**config.mk**
```make
export PLATFORM = sky130hd
export DESIGN_NAME = mc_main_ctrl
export DESIGN_NICKNAME = d
export VERILOG_FILES = /design/src/rtl/mc_ctrl_pkg.sv /design/src/rtl/mc_ctrl_decode.sv /design/src/rtl/mc_main_ctrl.sv
export SDC_FILE = /design/constraint.sdc
export NUM_CORES = 1
export LEC_CHECK = 0
export ABC_AREA = 1
export BUFFER_PORTS_ARGS = -buffer_cell sky130_fd_sc_hd__buf_2
export CAP_MARGIN = 20
export CORE_AREA = 4 4 41 43
export DETAILED_ROUTE_END_ITERATION = 6
export DIE_AREA = 0 0 45 47
export PLACE_DENSITY = 0.76
export SYNTH_ARGS = -nofsm -noshare
export SYNTH_HDL_FRONTEND = slang
export SYNTH_SLANG_ARGS = --single-unit
export TNS_END_PERCENT = 10
```
**constraint.sdc**
```tcl
create_clock -name clk -period 1.3 [get_ports clk]
set_input_delay 0.065 -clock clk [delete_from_list [all_inputs] [get_ports clk]]
set_output_delay 0.065 -clock clk [all_outputs]
set_load 0.02 [all_outputs]
```
**src/rtl/mc_ctrl_pkg.sv**
```systemverilog
// Shared encodings for the multi-cycle main control FSM: states, opcodes,
// ALU op codes, datapath mux selects and the packed control word.
package mc_ctrl_pkg;

  typedef enum logic [3:0] {
    S_FETCH  = 4'd0,
    S_DECODE = 4'd1,
    S_MEMADR = 4'd2,
    S_MEMRD  = 4'd3,
    S_MEMWB  = 4'd4,
    S_MEMWR  = 4'd5,
    S_REXE   = 4'd6,
    S_RWB    = 4'd7,
    S_BEQ    = 4'd8,
    S_ADDIEX = 4'd9,
    S_ADDIWB = 4'd10,
    S_JMP    = 4'd11,
    S_ILL    = 4'd12
  } state_t;

  localparam logic [5:0] OP_RTYPE = 6'b000000;
  localparam logic [5:0] OP_LW    = 6'b100011;
  localparam logic [5:0] OP_SW    = 6'b101011;
  localparam logic [5:0] OP_BEQ   = 6'b000100;
  localparam logic [5:0] OP_ADDI  = 6'b001000;
  localparam logic [5:0] OP_J     = 6'b000010;

  localparam logic [1:0] ALUOP_FUNCT = 2'b00;
  localparam logic [1:0] ALUOP_ADD   = 2'b01;
  localparam logic [1:0] ALUOP_SUB   = 2'b10;

  localparam logic [1:0] ASB_B        = 2'b00;
  localparam logic [1:0] ASB_FOUR     = 2'b01;
  localparam logic [1:0] ASB_SEXT     = 2'b10;
  localparam logic [1:0] ASB_SEXT_SH2 = 2'b11;

  localparam logic [1:0] PCS_ALU    = 2'b00;
  localparam logic [1:0] PCS_ALUOUT = 2'b01;
  localparam logic [1:0] PCS_JUMP   = 2'b10;

  typedef struct packed {
    logic       pc_write;
    logic       pc_write_cond;
    logic       i_or_d;
    logic       mem_read;
    logic       mem_write;
    logic       ir_write;
    logic       mem_to_reg;
    logic       reg_dst;
    logic       reg_write;
    logic       alu_src_a;
    logic [1:0] alu_src_b;
    logic [1:0] pc_source;
    logic [1:0] alu_op;
  } ctrl_t;

endpackage

```
**src/rtl/mc_ctrl_decode.sv**
```systemverilog
// Combinational Moore decode of the FSM state into the datapath control word;
// mem_ready only qualifies the IR/PC loads in FETCH.
module mc_ctrl_decode
  import mc_ctrl_pkg::*;
(
  input  state_t state,
  input  logic   mem_ready,
  output ctrl_t  ctrl
);

  always_comb begin
    ctrl = '0;
    case (state)
      S_FETCH: begin
        ctrl.mem_read  = 1'b1;
        ctrl.alu_src_b = ASB_FOUR;
        ctrl.alu_op    = ALUOP_ADD;
        ctrl.pc_source = PCS_ALU;
        ctrl.ir_write  = mem_ready;
        ctrl.pc_write  = mem_ready;
      end
      S_DECODE: begin
        ctrl.alu_src_b = ASB_SEXT_SH2;
        ctrl.alu_op    = ALUOP_ADD;
      end
      S_MEMADR, S_ADDIEX: begin
        ctrl.alu_src_a = 1'b1;
        ctrl.alu_src_b = ASB_SEXT;
        ctrl.alu_op    = ALUOP_ADD;
      end
      S_MEMRD: begin
        ctrl.mem_read = 1'b1;
        ctrl.i_or_d   = 1'b1;
      end
      S_MEMWB: begin
        ctrl.reg_write  = 1'b1;
        ctrl.mem_to_reg = 1'b1;
      end
      S_MEMWR: begin
        ctrl.mem_write = 1'b1;
        ctrl.i_or_d    = 1'b1;
      end
      S_REXE: begin
        ctrl.alu_src_a = 1'b1;
        ctrl.alu_src_b = ASB_B;
        ctrl.alu_op    = ALUOP_FUNCT;
      end
      S_RWB: begin
        ctrl.reg_write = 1'b1;
        ctrl.reg_dst   = 1'b1;
      end
      S_BEQ: begin
        ctrl.alu_src_a     = 1'b1;
        ctrl.alu_src_b     = ASB_B;
        ctrl.alu_op        = ALUOP_SUB;
        ctrl.pc_write_cond = 1'b1;
        ctrl.pc_source     = PCS_ALUOUT;
      end
      S_ADDIWB: ctrl.reg_write = 1'b1;
      S_JMP: begin
        ctrl.pc_write  = 1'b1;
        ctrl.pc_source = PCS_JUMP;
      end
      default: ;
    endcase
  end

endmodule

```
**src/rtl/mc_main_ctrl.sv**
```systemverilog
// Multi-cycle main control: state register, next-state logic, sticky illegal flag.
// MC_MEM_WAIT_EN enables the mem_ready handshake; otherwise memory states take one cycle.
module mc_main_ctrl
  import mc_ctrl_pkg::*;
(
  input  logic       clk,
  input  logic       rst,
  input  logic [5:0] opcode,
  input  logic       zero,
  input  logic       mem_ready,
  output logic       pc_write,
  output logic       pc_write_cond,
  output logic       i_or_d,
  output logic       mem_read,
  output logic       mem_write,
  output logic       ir_write,
  output logic       mem_to_reg,
  output logic       reg_dst,
  output logic       reg_write,
  output logic       alu_src_a,
  output logic [1:0] alu_src_b,
  output logic [1:0] pc_source,
  output logic [1:0] alu_op,
  output logic       illegal,
  output logic [3:0] state
);

  logic   rdy;
  state_t cur;
  state_t dec_state;
  logic   ill_q;
  ctrl_t  ctrl;

`ifdef MC_MEM_WAIT_EN
  assign rdy = mem_ready;
`else
  logic unused_mem_ready;
  assign unused_mem_ready = mem_ready;
  assign rdy = 1'b1;
`endif

  // Branch qualification with zero is done by the PC load logic in the datapath.
  logic unused_zero;
  assign unused_zero = zero;

  always_ff @(posedge clk) begin
    if (rst) begin
      cur   <= S_FETCH;
      ill_q <= 1'b0;
    end else begin
      case (cur)
        S_FETCH: if (rdy) cur <= S_DECODE;
        S_DECODE: begin
          case (opcode)
            OP_LW, OP_SW: cur <= S_MEMADR;
            OP_RTYPE:     cur <= S_REXE;
            OP_BEQ:       cur <= S_BEQ;
            OP_ADDI:      cur <= S_ADDIEX;
            OP_J:         cur <= S_JMP;
            default: begin
              cur   <= S_ILL;
              ill_q <= 1'b1;
            end
          endcase
        end
        S_MEMADR: cur <= (opcode == OP_LW) ? S_MEMRD : S_MEMWR;
        S_MEMRD:  if (rdy) cur <= S_MEMWB;
        S_MEMWR:  if (rdy) cur <= S_FETCH;
        S_REXE:   cur <= S_RWB;
        S_ADDIEX: cur <= S_ADDIWB;
        S_MEMWB, S_RWB, S_BEQ, S_ADDIWB, S_JMP: cur <= S_FETCH;
        S_ILL:    cur <= S_ILL;
        default:  cur <= S_FETCH;
      endcase
    end
  end

  // Reset forces the FETCH decode immediately, before the first edge lands.
  assign dec_state = rst ? S_FETCH : cur;

  mc_ctrl_decode u_decode (
    .state     (dec_state),
    .mem_ready (rdy),
    .ctrl      (ctrl)
  );

  assign pc_write      = ctrl.pc_write;
  assign pc_write_cond = ctrl.pc_write_cond;
  assign i_or_d        = ctrl.i_or_d;
  assign mem_read      = ctrl.mem_read;
  assign mem_write     = ctrl.mem_write;
  assign ir_write      = ctrl.ir_write;
  assign mem_to_reg    = ctrl.mem_to_reg;
  assign reg_dst       = ctrl.reg_dst;
  assign reg_write     = ctrl.reg_write;
  assign alu_src_a     = ctrl.alu_src_a;
  assign alu_src_b     = ctrl.alu_src_b;
  assign pc_source     = ctrl.pc_source;
  assign alu_op        = ctrl.alu_op;
  assign illegal       = ill_q & ~rst;
  assign state         = cur;

endmodule

```
# --- Word level (Yosys, flattened, before mapping) ---
# Cells that the tools add are included.
# Widths: inputs -> output; s select.
classes:
  mux: 17
  n_reduce_logical: 13
  n_eq_ne: 22
  n_bitwise: 3
op_table:
  columns: ["op", "count"]
  rows:
  - ["$pmux 4 s7", 1]
  - ["$eq 4x4->1 const B", 6]
  - ["$eq 4x3->1 const B", 5]
  - ["$pmux 4 s5", 1]
  - ["$eq 4x2->1 const B", 4]
  - ["$eq 6x6->1 const B", 2]
  - ["$mux 1", 10]
  - ["$reduce_or 2->1", 5]
  - ["$eq 4x1->1 const B", 2]
  - ["$logic_not 4->1", 2]
  - ["$pmux 2 s2", 2]
  - ["$reduce_or 4->1", 2]
  - ["$eq 6x2->1 const B", 1]
  - ["$eq 6x3->1 const B", 1]
  - ["$eq 6x4->1 const B", 1]
  - ["$logic_not 6->1", 1]
  - ["$pmux 2 s3", 1]
  - ["$reduce_or 6->1", 1]
  - ["$mux 4", 1]
  - ["$mux 3", 1]
  - ["$reduce_or 3->1", 1]
  - ["$not 1->1", 2]
  - ["$reduce_and 2->1", 1]
  - ["$and 1x1->1", 1]
word_totals:
  regBits: 5
  word_cells: 57

# --- Longest topological paths before layout ---
depth:
  depth_word: 4
  mapped_depth: 9
  depth_no_buf: 9

# --- Hierarchy ---
# A second synthesis with hierarchy kept.
hier_totals:
  cells_unflattened: 112
  area_unflattened_um2: 588.1
modules_own_cells:
  columns: ["module", "seq_area_each_um2", "area_per_inst_um2", "cells_each", "instances"]
  rows:
  - ["mc_main_ctrl", 100.1, 394.1, 67, 1]
  - ["mc_ctrl_decode", 0.0, 193.9, 45, 1]

# --- Worst setup path after synthesis ---
# OpenSTA, ideal clock, no wires.
synth_path:
  kind: "register to output"
  startpoint: "register cur[3] (netlist: state[3])"
  endpoint: "output alu_src_a"
  arrival_time_ns: 1.498
  path_stages_with_launch: 6
  required_ns: 1.235
  path_slack_ns: -0.263
  cell_sequence: "dfxtp_1 -> inv_1 -> nor2_1 -> nand2_1 -> nor2_1 -> or2_1"
synth_between:
  elab_chain_cells: 4
synth_lines:
  columns: ["item", "line", "source"]
  rows:
  - ["start: declaration", "mc_main_ctrl.sv:29", "state_t cur;"]
  - ["start signal: assignment", "mc_main_ctrl.sv:66", "S_MEMADR: cur <= (opcode == OP_LW) ? S_MEMRD : S_MEMWR;"]
  - ["$mux 4 (*)", "mc_main_ctrl.sv:79", "assign dec_state = rst ? S_FETCH : cur;"]
  - ["$eq 4x2->1, or another cell as far along", "mc_ctrl_decode.sv:13", "case (state)"]
  - ["$reduce_or 4->1 (no source line) (*)", null, null]
  - ["$mux 1 (*)", "mc_ctrl_decode.sv:13", null]
  - ["end: declaration", "mc_main_ctrl.sv:20", "output logic alu_src_a,"]
# Mark *: on every way between the ends. The rest lies on a longest branch, timed or not.

# --- Final worst setup path ---
layout_path:
  startpoint: "register cur[1] (netlist: state[1])"
  endpoint: "output alu_src_a"
# The elaborated chain is that of the path after synthesis.

==> metrics <==
crit path buf inv count 4; Max VDD drop 0.000451 V; CTS Root Buffer Type clkbuf_4; cell area after layout 798 um^2; Simple-Gate Fraction of Synth Area 0.499; Max-slew headroom 0.852; Final WS setup -0.113 ns; first drt pass iteration count 5; CTS tree done; post-synth cell types 19; Max-Cap Viols 0; Chip Height 47 um; most frequent cells after synthesis 23 x nand2_1, 21 x nor2_1, 15 x inv_1; Psw 0.463 mW; Tmin final 1.41 ns; Ys Warns 0; sequential share of power 0.246; multiplexer area fraction after synthesis 0; crit path capture type output port; DRT antenna net count 0; first-pass GRT wire length 2290 um; Worst-path clk slew 0.04 ns; worst hold path class in2reg; main combinational cell family by area after synthesis simple AND/OR/NAND/NOR gates; ys async rst share 0; Placed Instance Area 706 um^2; number of global-route vias before repair 585; share of total power in combinational logic 0.568; Fin Hold WS 0.148 ns; sequential element share of the synthesized area 0.186; PD cells 1220 nW/um^2; Port Buffers 28; clock latency on the worst-skew pair 0.24 ns; hold depth 2; CP Depth 9; Vias per Instance 4.67; EDFF count, synth 0; Routed WL per cell 9.80 um; Fin Setup TNS -0.357 ns; Yosys top cell area share 0.186; static leakage 0.444 nW; r2r worst-path depth 9; CP Class reg2out; proportion of layout cells with a drive suffix above 1 0.455; DP HPWL 1180 um; worst-path cell chain inv_2 > nand2_2 > inv_2 > nand2_2 > inv_2 > nor2_4 > a21oi_1 > or2_1 > buf_6; Startpoint Class flip-flop; slowest CP cell dfxtp_2; Synth Flop Type dfxtp_1; via count 696; Hold Vio Cnt, Final 0; outcome finished with violations; Setup Skew 0.000965 ns; crit share post-route 1.09; Required @ worst endpoint 1.24 ns; FMAX 0.708 GHz; Antenna diodes 0; pin count of the biggest net entering global routing 13; Synth Area in XOR/XNOR 0; initial antenna violation count 0; Placer Congestion 0.850; Max Root-Sink Buffers 2; DRC Markers 0; worst slew pin tran 0.220 ns; final-stage net count 145; Die Wd 45 um; gr usage total 0.148; post-synthesis compound-gate area fraction 0.140; most frequent CP cell inv_2; syn_area_per_cell 5.31 um^2; die footprint 2120 um^2; count of final max-slew check failures 0; RSZ-0062 raised after global routing true; drt total wl 1460 um; Synth area leader dfxtp_1; Clock Power Share 0.186; Final Setup Violations 8; Netlist Area Pre-Place 537 um^2; top cell family by delay on the critical path simple AND/OR/NAND/NOR gates; Congestion Overflow GR 0; failing checks negative setup slack; CTS H-tree lvls 1; Crit Path Max Fanout 5; Syn Inst Count 101; Inserted Clock Buffers 3; Core Util, Final 0.613; CP arrival 1.35 ns; Area growth syn-to-layout 48.7%; row count 13; Internal Power 0.513 mW; Sw Ratio 0.475; Initial Util 0.413; I/O pin total 31; Synth area leaders dfxtp_1 19%, nand2_1 16%, nor2_1 15%, inv_1 10%, a21oi_1 7.5%; syn_nets 111; Seq cells post-synth 5; area share of fa/ha/maj cells after synthesis 0; starting DRC count in detailed routing 7; Largest stage delay, worst path 0.33 ns; CORE AREA 1300 um^2; clock sinks 5; count leader, synth nand2_1
[final cells by class]
cell class                      instances  area (um^2)
Fill cell                             131          503
Multi-Input combinational cell         73          372
Timing Repair Buffer                   32          194
Sequential cell                         5          113
Inverter                               20         75.1
Clock buffer                            4         26.3
Tap cell                               15         18.8
[cell usage in the layout, fill, tap and decap left out, types with 2 or more instances in the layout]
cell type  synthesis  routed
clkbuf_4           0       3
buf_2              0      20
a21oi_1            8       7
buf_4              2      11
dfxtp_4            0       3
nand2_1           23      21
inv_2              5       6
nand2_2            3       5
inv_1             15      14
nor2_4             3       4
nor2_1            21      17
nand3_1            5       5
nor2_2             2       5
o21ai_0            2       2
[metal layers]
metal	vias to the layer above	wire length, um	GRT usage
met1	287	550	0.150
met2	32	766	0.285
met4	0	21	0.0994
li1	375	-	-
met5	-	0	0
met3	2	121	0.0115
[worst paths after layout]
path,slack [ns],from,end
setup / recovery,-0.11,state[1],alu_src_a
hold / removal,0.15,rst,state[2]
setup reg to reg,0.09,state[1],state[2]
hold reg to reg,0.49,ill_q,ill_q
[per-stage QoR]
stage	total power, mW	cells	worst slack, ns
floorplan	0.580	101	-0.0299
finish	0.976	149	-0.113
detailed placement	0.732	143	0.0369
CTS	0.973	149	-0.125
global placement	0.722	143	0.0541
global route	1.05	149	-0.214
[worst reg2reg max path: stages, from the launching register on]
cell     delay, ns
dfxtp_2       0.32
buf_4         0.13
nand2_1       0.13
inv_1         0.06
nand2_1       0.10
nand2_1       0.06
nor2_1        0.09
nand2_1       0.05
nor2_1        0.08
a21oi_1       0.06
[cells by family after synthesis]
logic type             Yosys count
AOI/OAI and AO/OA               14
buffers and inverters           23
and+or+nand+nor                 59
DFF                              5
[state kept, by name, summed over array words and instances (netlist names)]
name / count
state: 4
ill_q: 1
[timing repair]
action | CTS | global route
resized for setup | 14 | 7
pin swaps | 1 | 0
setup buffers | 2 | 0
endpoints found under the setup margin | 14 | 16
hold buffers | 0 | 0
[power groups by stage]
stage | Clock [mW] | Sequential (mW) | Combinational [mW]
finish | 0.182 | 0.240 | 0.554
global route | 0.200 | 0.246 | 0.604
CTS | 0.186 | 0.234 | 0.553
detailed placement | 0 | 0.229 | 0.503
global placement | 0 | 0.226 | 0.496
floorplan | 0 | 0.252 | 0.329
No activity file was read; power rests on OpenSTA's default activity.
